--- config.mk ---
export PLATFORM = sky130hd
export DESIGN_NAME = apb_master
export DESIGN_NICKNAME = d
export VERILOG_FILES = /design/src/rtl/apb_pkg.sv /design/src/rtl/apb_master.sv
export SDC_FILE = /design/constraint.sdc
export NUM_CORES = 1
export LEC_CHECK = 0
export CORE_MARGIN = 1
export CORE_UTILIZATION = 42
export DETAILED_ROUTE_END_ITERATION = 12
export GPL_TIMING_DRIVEN = 0
export PLACE_DENSITY = 0.88
export SLEW_MARGIN = 30
export SYNTH_ARGS = -nofsm -noshare
export SYNTH_HDL_FRONTEND = slang
export SYNTH_SLANG_ARGS = --single-unit
--- constraint.sdc ---
create_clock -name PCLK -period 2.8 [get_ports PCLK]
set_input_delay 0.56 -clock PCLK [delete_from_list [all_inputs] [get_ports PCLK]]
set_output_delay 0.56 -clock PCLK [all_outputs]
set_load 0.03 [all_outputs]
--- src/rtl/apb_pkg.sv ---
// Shared types and constants for the APB initiator.
package apb_pkg;

  typedef enum logic [1:0] {
    IDLE   = 2'd0,
    SETUP  = 2'd1,
    ACCESS = 2'd2
  } apb_state_e;

  // Read data returned when a transfer is terminated by the timeout.
  localparam logic [31:0] APB_ERR_DATA = 32'hDEADBEEF;

endpackage

--- src/rtl/apb_master.sv ---
// APB initiator: turns a valid/ready request into an APB SETUP/ACCESS transfer
// and returns the result on a valid/ready response channel. A per-transfer
// ACCESS-cycle counter terminates transfers to slaves that never raise PREADY.
module apb_master
  import apb_pkg::*;
#(
  parameter int ADDR_W  = 32,
  parameter int DATA_W  = 32,
  parameter int TIMEOUT = 256,
  parameter int CNT_W   = 9
) (
  input  logic              PCLK,
  input  logic              PRESET,
  input  logic              req_valid,
  output logic              req_ready,
  input  logic              req_write,
  input  logic [ADDR_W-1:0] req_addr,
  input  logic [DATA_W-1:0] req_wdata,
  output logic              rsp_valid,
  input  logic              rsp_ready,
  output logic [DATA_W-1:0] rsp_rdata,
  output logic              rsp_err,
  output logic [ADDR_W-1:0] PADDR,
  output logic              PWRITE,
  output logic [DATA_W-1:0] PWDATA,
  output logic              PSEL,
  output logic              PENABLE,
  input  logic              PREADY,
  input  logic [DATA_W-1:0] PRDATA
);

  // Count value seen on the last ACCESS cycle allowed before forced termination.
  localparam logic [CNT_W-1:0] TO_LAST = CNT_W'((TIMEOUT == 0) ? 0 : TIMEOUT - 1);

  apb_state_e        state_q, state_d;
  logic              psel_q, psel_d;
  logic              penable_q, penable_d;
  logic [ADDR_W-1:0] paddr_q, paddr_d;
  logic              pwrite_q, pwrite_d;
  logic [DATA_W-1:0] pwdata_q, pwdata_d;
  logic              rsp_valid_q, rsp_valid_d;
  logic [DATA_W-1:0] rsp_rdata_q, rsp_rdata_d;
  logic              rsp_err_q, rsp_err_d;
  logic [CNT_W-1:0]  cnt_q, cnt_d;
  logic              timeout_hit;

  // Saturating increment: the counter must never wrap back to zero.
  function automatic logic [CNT_W-1:0] sat_inc(input logic [CNT_W-1:0] v);
    return (v == '1) ? v : v + 1'b1;
  endfunction

  // A new request may enter only from IDLE, and only if the response slot is free or draining.
  assign req_ready   = (state_q == IDLE) && (!rsp_valid_q || rsp_ready);
  assign timeout_hit = (TIMEOUT != 0) && (cnt_q == TO_LAST);

  // Next-state and next-output computation for the transfer FSM and response slot.
  always_comb begin
    state_d     = state_q;
    psel_d      = psel_q;
    penable_d   = penable_q;
    paddr_d     = paddr_q;
    pwrite_d    = pwrite_q;
    pwdata_d    = pwdata_q;
    rsp_valid_d = rsp_valid_q;
    rsp_rdata_d = rsp_rdata_q;
    rsp_err_d   = rsp_err_q;
    cnt_d       = cnt_q;

    if (rsp_valid_q && rsp_ready) begin
      rsp_valid_d = 1'b0;
    end

    case (state_q)
      IDLE: begin
        if (req_valid && req_ready) begin
          paddr_d   = req_addr;
          pwrite_d  = req_write;
          pwdata_d  = req_wdata;
          psel_d    = 1'b1;
          penable_d = 1'b0;
          state_d   = SETUP;
        end
      end
      SETUP: begin
        penable_d = 1'b1;
        cnt_d     = '0;
        state_d   = ACCESS;
      end
      ACCESS: begin
        // PREADY takes priority over a timeout falling on the same cycle.
        if (PREADY) begin
          rsp_rdata_d = pwrite_q ? '0 : PRDATA;
          rsp_err_d   = 1'b0;
          rsp_valid_d = 1'b1;
          psel_d      = 1'b0;
          penable_d   = 1'b0;
          state_d     = IDLE;
        end else if (timeout_hit) begin
          rsp_rdata_d = DATA_W'(APB_ERR_DATA);
          rsp_err_d   = 1'b1;
          rsp_valid_d = 1'b1;
          psel_d      = 1'b0;
          penable_d   = 1'b0;
          state_d     = IDLE;
        end else begin
          cnt_d = sat_inc(cnt_q);
        end
      end
      default: begin
        psel_d    = 1'b0;
        penable_d = 1'b0;
        state_d   = IDLE;
      end
    endcase
  end

  // State and registered outputs; reset also aborts any transfer in flight.
  always_ff @(posedge PCLK) begin
    if (PRESET) begin
      state_q     <= IDLE;
      psel_q      <= 1'b0;
      penable_q   <= 1'b0;
      paddr_q     <= '0;
      pwrite_q    <= 1'b0;
      pwdata_q    <= '0;
      rsp_valid_q <= 1'b0;
      rsp_rdata_q <= '0;
      rsp_err_q   <= 1'b0;
      cnt_q       <= '0;
    end else begin
      state_q     <= state_d;
      psel_q      <= psel_d;
      penable_q   <= penable_d;
      paddr_q     <= paddr_d;
      pwrite_q    <= pwrite_d;
      pwdata_q    <= pwdata_d;
      rsp_valid_q <= rsp_valid_d;
      rsp_rdata_q <= rsp_rdata_d;
      rsp_err_q   <= rsp_err_d;
      cnt_q       <= cnt_d;
    end
  end

  assign PSEL      = psel_q;
  assign PENABLE   = penable_q;
  assign PADDR     = paddr_q;
  assign PWRITE    = pwrite_q;
  assign PWDATA    = pwdata_q;
  assign rsp_valid = rsp_valid_q;
  assign rsp_rdata = rsp_rdata_q;
  assign rsp_err   = rsp_err_q;

endmodule

==> results of run 1 <==
[cell usage after synthesis, drive strengths merged]
cell type / n
or3: 3
or4: 4
o21ai: 9
or2: 2
a21oi: 133
nor2b: 1
nand2b: 4
and4bb: 1
nand3: 4
o31ai: 70
nor3: 24
clkbuf: 59
o211ai: 3
inv: 4
and2b: 1
mux2i: 1
nand2: 11
nor4: 1
or4b: 1
nand3b: 2
buf: 10
or3b: 2
nand4: 66
ha: 3
nand4b: 1
dfxtp: 111
a211oi: 1
nor2: 6
[timing repair]
| item | in CTS | in global routing |
|---|---|---|
| hold buffers | 0 | 0 |
| resized for setup | 2 | 0 |
| setup endpoints to repair | 1 | 0 |
[routing by layer]
layer  track usage  vias to the layer above  share of wire
met2         0.462                      248           0.50
li1              -                     2454              -
met5             0                        -              0
met3        0.0486                       33          0.070
met1         0.335                     2488           0.41
met4         0.114                        0          0.027
[sequential cells by signal, summed over array words and instances, names as in the netlist]
name       cells
PADDR         32
PENABLE        1
PSEL           1
PWDATA        32
PWRITE         1
cnt_q          9
rsp_err        1
rsp_rdata     32
rsp_valid      1
state_q        1
[where the power goes]
group | internal [mW] | switching (mW) | leakage [nW]
logic | 0.350 | 0.450 | 1.40
registers | 1.66 | 0.0489 | 0.906
clock network | 0.616 | 0.540 | 0.122
total | 2.63 | 1.04 | 2.43
[critical path, cell delays in order]
cell                              delay, ns
sky130_fd_sc_hd__clkdlybuf4s50_1       0.42
sky130_fd_sc_hd__nor2b_1               0.23
sky130_fd_sc_hd__clkbuf_2              0.44
sky130_fd_sc_hd__nor2_1                0.09
sky130_fd_sc_hd__dlygate4sd2_1         0.37
[final cells by class]
type	count	share of cell area
flip-flops and latches	111	0.316
inverters	4	0.00213
clock buffers	10	0.0196
clock inverters	6	0.0153
well taps	136	0.0242
plain buffers	67	0.0363
repair buffers	202	0.287
multi-input cells	354	0.299
[stage by stage]
stage | util | setup TNS [ns] | hold slack [ns] | cell area (sq um)
floorplan | - | 0 | 0.452 | 4610
global placement | 0.650 | -0.564 | 0.448 | 6800
detailed placement | 0.650 | -0.560 | 0.460 | 6800
CTS | 0.672 | 0 | 0.474 | 7040
global route | 0.672 | 0 | 0.487 | 7040
finish | 0.672 | 0 | 0.478 | 7040
[cell families (layout without fill, tap and decap cells)]
group	count (synthesis)	count (layout)	share of synthesized area
muxes	1	1	0.00217
AOI/OAI and AO/OA	216	216	0.275
and+or+nand+nor	134	134	0.172
DFF	111	111	0.482
buffers and inverters	73	289	0.0600
adders and majority gates	3	3	0.00815
[how the worst min path moves through the flow]
stage | startpoint | to | slack [ns] | depth (start not counted)
6_report | PADDR[18] | PADDR[18] | 0.48 | 2
5_1_grt | PWDATA[29] | PWDATA[29] | 0.49 | 2
4_1_cts | PWDATA[29] | PWDATA[29] | 0.47 | 2
3_5_place_dp | PWDATA[29] | PWDATA[29] | 0.46 | 2
3_3_place_gp | PSEL | PSEL | 0.45 | 2
2_1_floorplan | cnt_q[7] | cnt_q[7] | 0.45 | 2
==> results.json, run 1 <==
{
  "timing.hold.worst.class": "flip-flop to flip-flop",
  "total_clock_buffers_created_by_cts": 9,
  "clock_tree_from_tritoncts": "yes",
  "grt_first_pass_wirelength_microns": 24600,
  "ys_top_cells_by_area": "sky130_fd_sc_hd__dfxtp_1 (48%), sky130_fd_sc_hd__a21oi_1 (14%), sky130_fd_sc_hd__o31ai_1 (11%)",
  "grt_setup_unrepaired": "false",
  "post_cts_buffers": 0,
  "htreeDepth": 3,
  "crit_fanout": 19,
  "later_pin_clock_latency_in_the_skew_report_ns": 0.37,
  "yosysTopAreaCellShare": 0.482,
  "ioPinCount": 204,
  "nets": 854,
  "die_w_microns": 107,
  "grt_max_degree": 20,
  "synthDominantAreaCellType": "sky130_fd_sc_hd__dfxtp_1",
  "initial_core_util": 0.440,
  "worst_path_arrival_ns": 2.12,
  "outcome": "complete, no violations",
  "drt_iter0_drc": 391,
  "p_per_area_nw_per_um2": 521,
  "min_period_ns": 2.68,
  "mappedNetlistArea_sq_um": 4610,
  "fin_skew_ns": 0.00814,
  "synth.ff_latch_count": 111,
  "drive_gt1_frac": 0.0318,
  "clk_transition_reported_paths_ns": 0.10,
  "synth-warning-count": 0,
  "finalWeightedCongestion": 0.823,
  "max-vdd-ir-drop_mv": 0.316,
  "clock_tree.root_cell": "sky130_fd_sc_hd__clkbuf_8",
  "first_global_vias": 4999,
  "cap_violations": 0,
  "placed_cells": 876,
  "drc": 0,
  "syn_inst": 538,
  "max_clock_freq_ghz": 0.373,
  "layout_common_cells": "sky130_fd_sc_hd__clkdlybuf4s50_1 (201), sky130_fd_sc_hd__a21oi_1 (133), sky130_fd_sc_hd__dfxtp_1 (111), sky130_fd_sc_hd__o31ai_1 (70), sky130_fd_sc_hd__nand4_1 (66)",
  "p_leak_nw": 2.43,
  "cts_num_sinks": 111,
  "syn_to_final_growth_pct": 52.8,
  "hold_violations": 0,
  "finalWirelength_microns": 15800,
  "n_antenna_cell": 0,
  "postLayoutSetupSlackWorst_ns": 0.119,
  "place_worst_setup_slack_ns": -0.560,
  "tightest_slew_ns": 0.622,
  "antenna_violating_nets_post_route": 0,
  "crit_path_end_kind": "primary output",
  "r2r_slack_ns": 0.34,
  "drt-pass1-iter-count": 5,
  "routed_wire_length_per_instance_microns": 17.7,
  "layout_commonest_cell": "sky130_fd_sc_hd__clkdlybuf4s50_1",
  "hpwl_microns": 11500,
  "sort_of_element_at_the_start_of_the_critical_path": "input port",
  "power.total_mw": 3.66,
  "post-route-period-util": 0.958,
  "finalNonFillerCells": 890,
  "critical_path_required_ns": 2.24,
  "grt-ovfl-total": 0,
  "floorplan.die_area_sq_um": 11400,
  "io_buffer_count": 202,
  "fillCellCount": 869,
  "via_per_inst": 5.87,
  "synth_seq_area_share": 0.482,
  "synth_area_per_cell_sq_um": 8.56,
  "combined_global_route_utilization_of_all_metal_layers": 0.271,
  "setup-violations-final": 0,
  "fp-row-count": 37,
  "setup.worst_path.class": "input port to primary output",
  "tightest_slew_margin_relative_to_the_limit": 0.585,
  "coreArea_sq_um": 10500,
  "final-max-slew-violation-count": 0,
  "setup.worst_path.end": "req_ready",
  "rr_worst_depth": 9,
  "post_synth_num_cell_types": 30,
  "fp.dieH_microns": 107,
  "area.sequential_sq_um": 2220,
  "critPathLaunch": "rsp_ready",
  "grt_antenna_before_repair": 0,
  "crit-reg2reg-launch": "cnt_q[0]",
  "worst_r2r_endpoint": "rsp_rdata[16]",
  "multi_input_comb_area_sq_um": 2110,
  "synth_nets": 643,
  "routed-via-count": 5223,
  "ctsLongestPathBuffers": 2
}
Power figures use the tool's default switching activity.
==> run 2: changes to the inputs <==
--- a/config.mk
+++ b/config.mk
@@ -7,8 +7,10 @@
 export LEC_CHECK = 0
 export CORE_MARGIN = 1
 export CORE_UTILIZATION = 42
+export CTS_CLUSTER_SIZE = 16
 export DETAILED_ROUTE_END_ITERATION = 12
 export GPL_TIMING_DRIVEN = 0
+export MAX_ROUTING_LAYER = met4
 export PLACE_DENSITY = 0.88
 export SLEW_MARGIN = 30
 export SYNTH_ARGS = -nofsm -noshare
==> run 2 against run 1 <==
  * Sequential share of layout area unchanged
  * Maximum frequency decreased by 0.28%
  * Critical path type unchanged
  * Sequential power about the same
  * Global-route usage increased by 0.75 points
  * Clock-buffer cell count unchanged
  * Non-clock buffer count unchanged
  * Power about the same
  * Worst setup slack got worse by 0.0076 ns
  * Register-to-register slack got worse by 0.03 ns
==> results.json, run 2 (same netlist as run 1, synthesis figures left out) <==
{
  "outcome": "complete, no violations",
  "max-vdd-ir-drop_mv": 0.316,
  "place_worst_setup_slack_ns": -0.560,
  "rr_worst_depth": 9,
  "seqPwrFrac": 0.466,
  "worst_path_arrival_ns": 2.13,
  "drive_gt1_frac": 0.0318,
  "post-route-cell-area_sq_um": 7040,
  "die_w_microns": 107,
  "finalWirelength_microns": 15700,
  "ioPinCount": 204,
  "io_buffer_count": 202,
  "drt-pass1-iter-count": 5,
  "htreeDepth": 3,
  "nets": 854,
  "fp.dieH_microns": 107,
  "routed_wire_length_per_instance_microns": 17.7,
  "routed-via-count": 5198,
  "hold_violations": 0,
  "min_period_ns": 2.69,
  "antenna_violating_nets_post_route": 0,
  "layout_common_cells": "sky130_fd_sc_hd__clkdlybuf4s50_1 (201), sky130_fd_sc_hd__a21oi_1 (133), sky130_fd_sc_hd__dfxtp_1 (111), sky130_fd_sc_hd__o31ai_1 (70), sky130_fd_sc_hd__nand4_1 (66)",
  "fp-row-count": 37,
  "grt-ovfl-total": 0,
  "via_per_inst": 5.84,
  "initial_core_util": 0.440,
  "timing.hold.worst.class": "flip-flop to flip-flop",
  "floorplan.die_area_sq_um": 11400,
  "max_clock_freq_ghz": 0.372,
  "total_clock_buffers_created_by_cts": 9,
  "drt_iter0_drc": 388,
  "combined_global_route_utilization_of_all_metal_layers": 0.278,
  "post_cts_hold_fix_bufs": 0,
  "setup-violations-final": 0,
  "n_antenna_cell": 0,
  "ctsLongestPathBuffers": 2,
  "p_clk_frac": 0.315,
  "coreArea_sq_um": 10500,
  "sort_of_element_at_the_start_of_the_critical_path": "input port",
  "grt_max_degree": 20,
  "worstHoldPathCells": 2,
  "later_pin_clock_latency_in_the_skew_report_ns": 0.36,
  "power_frac_comb": 0.218,
  "tightest_slew_ns": 0.625,
  "power.internal_mw": 2.63,
  "crit_path_end_kind": "primary output",
  "fin_skew_ns": 0.00540,
  "hpwl_microns": 11500,
  "grt_setup_unrepaired": "false",
  "post_placement_cell_area_sq_um": 6800,
  "clk_transition_reported_paths_ns": 0.10,
  "fillCellCount": 869,
  "crit_fanout": 19,
  "final-max-slew-violation-count": 0,
  "p_leak_nw": 2.43,
  "clock_tree.root_cell": "sky130_fd_sc_hd__clkbuf_8",
  "switching_share": 0.283,
  "cap_violations": 0,
  "finalWeightedCongestion": 0.835,
  "syn_to_final_growth_pct": 52.8,
  "drc": 0,
  "postLayoutSetupSlackWorst_ns": 0.111,
  "grt_first_pass_wirelength_microns": 24600,
  "grt_antenna_before_repair": 0,
  "cts_num_sinks": 111,
  "first_global_vias": 5006,
  "power.total_mw": 3.66,
  "setup.worst_path.class": "input port to primary output",
  "clock_tree_from_tritoncts": "yes",
  "post-route-period-util": 0.960,
  "total_switching_power_mw": 1.04,
  "layout_commonest_cell": "sky130_fd_sc_hd__clkdlybuf4s50_1",
  "p_per_area_nw_per_um2": 521,
  "critical_path_required_ns": 2.24,
  "tightest_slew_margin_relative_to_the_limit": 0.584
}
-- run 2: final timing paths --
kind | startpoint | endpoint | slack, ns
hold / removal | PWDATA[29] | PWDATA[29] | 0.48
setup reg to reg | cnt_q[0] | rsp_rdata[16] | 0.31
setup / recovery | rsp_ready | req_ready | 0.11
hold reg to reg | PWDATA[29] | PWDATA[29] | 0.48
-- run 2: area by class of cell --
class	count	area (sq um)	share of cell area
Clock buffer	10	138	0.0196
Clock inverter	6	108	0.0153
Timing Repair Buffer	202	2020	0.287
Multi-Input combinational cell	354	2110	0.299
Inverter	4	15.0	0.00213
Sequential cell	111	2220	0.316
Tap cell	136	170	0.0242
Buffer	67	255	0.0363
-- run 2: worst max-delay path, stage by stage --
cell and delay [ns]:
sky130_fd_sc_hd__clkdlybuf4s50_1 0.42, sky130_fd_sc_hd__nor2b_1 0.23, sky130_fd_sc_hd__clkbuf_2 0.45, sky130_fd_sc_hd__nor2_1 0.09
sky130_fd_sc_hd__dlygate4sd2_1 0.37
-- run 2: layer usage --
| metal | share of wire | routed length [microns] | vias to the layer above | global-route usage |
|---|---|---|---|---|
| li1 | - | - | 2457 | - |
| met2 | 0.49 | 7730 | 226 | 0.461 |
| met4 | 0.029 | 453 | 0 | 0.115 |
| met3 | 0.063 | 984 | 38 | 0.0395 |
| met5 | 0 | 0 | - | - |
| met1 | 0.42 | 6550 | 2477 | 0.340 |
-- run 2: repair_timing --
| action | 4_1_cts | 5_1_grt |
|---|---|---|
| setup buffers | 0 | 0 |
| resized for setup | 2 | 0 |
| setup endpoints to repair | 1 | 0 |
-- run 2: power groups by stage --
| stage | Clock, mW | Sequential (mW) | Combinational [mW] |
|---|---|---|---|
| after global routing | 1.24 | 1.72 | 0.846 |
| final | 1.15 | 1.71 | 0.800 |
| after global placement | 0 | 1.74 | 0.776 |
| after floorplan | 0 | 1.89 | 0.251 |
| after CTS | 1.17 | 1.71 | 0.796 |
| after detailed placement | 0 | 1.74 | 0.795 |
-- run 2: per-stage QoR --
stage / std cells / util / hold slack [ns] / setup TNS (ns)
2_1_floorplan: 538 / - / 0.452 / 0
3_3_place_gp: 876 / 0.650 / 0.448 / -0.564
3_5_place_dp: 876 / 0.650 / 0.460 / -0.560
4_1_cts: 890 / 0.672 / 0.474 / 0
5_1_grt: 890 / 0.672 / 0.487 / 0
6_report: 890 / 0.672 / 0.477 / 0
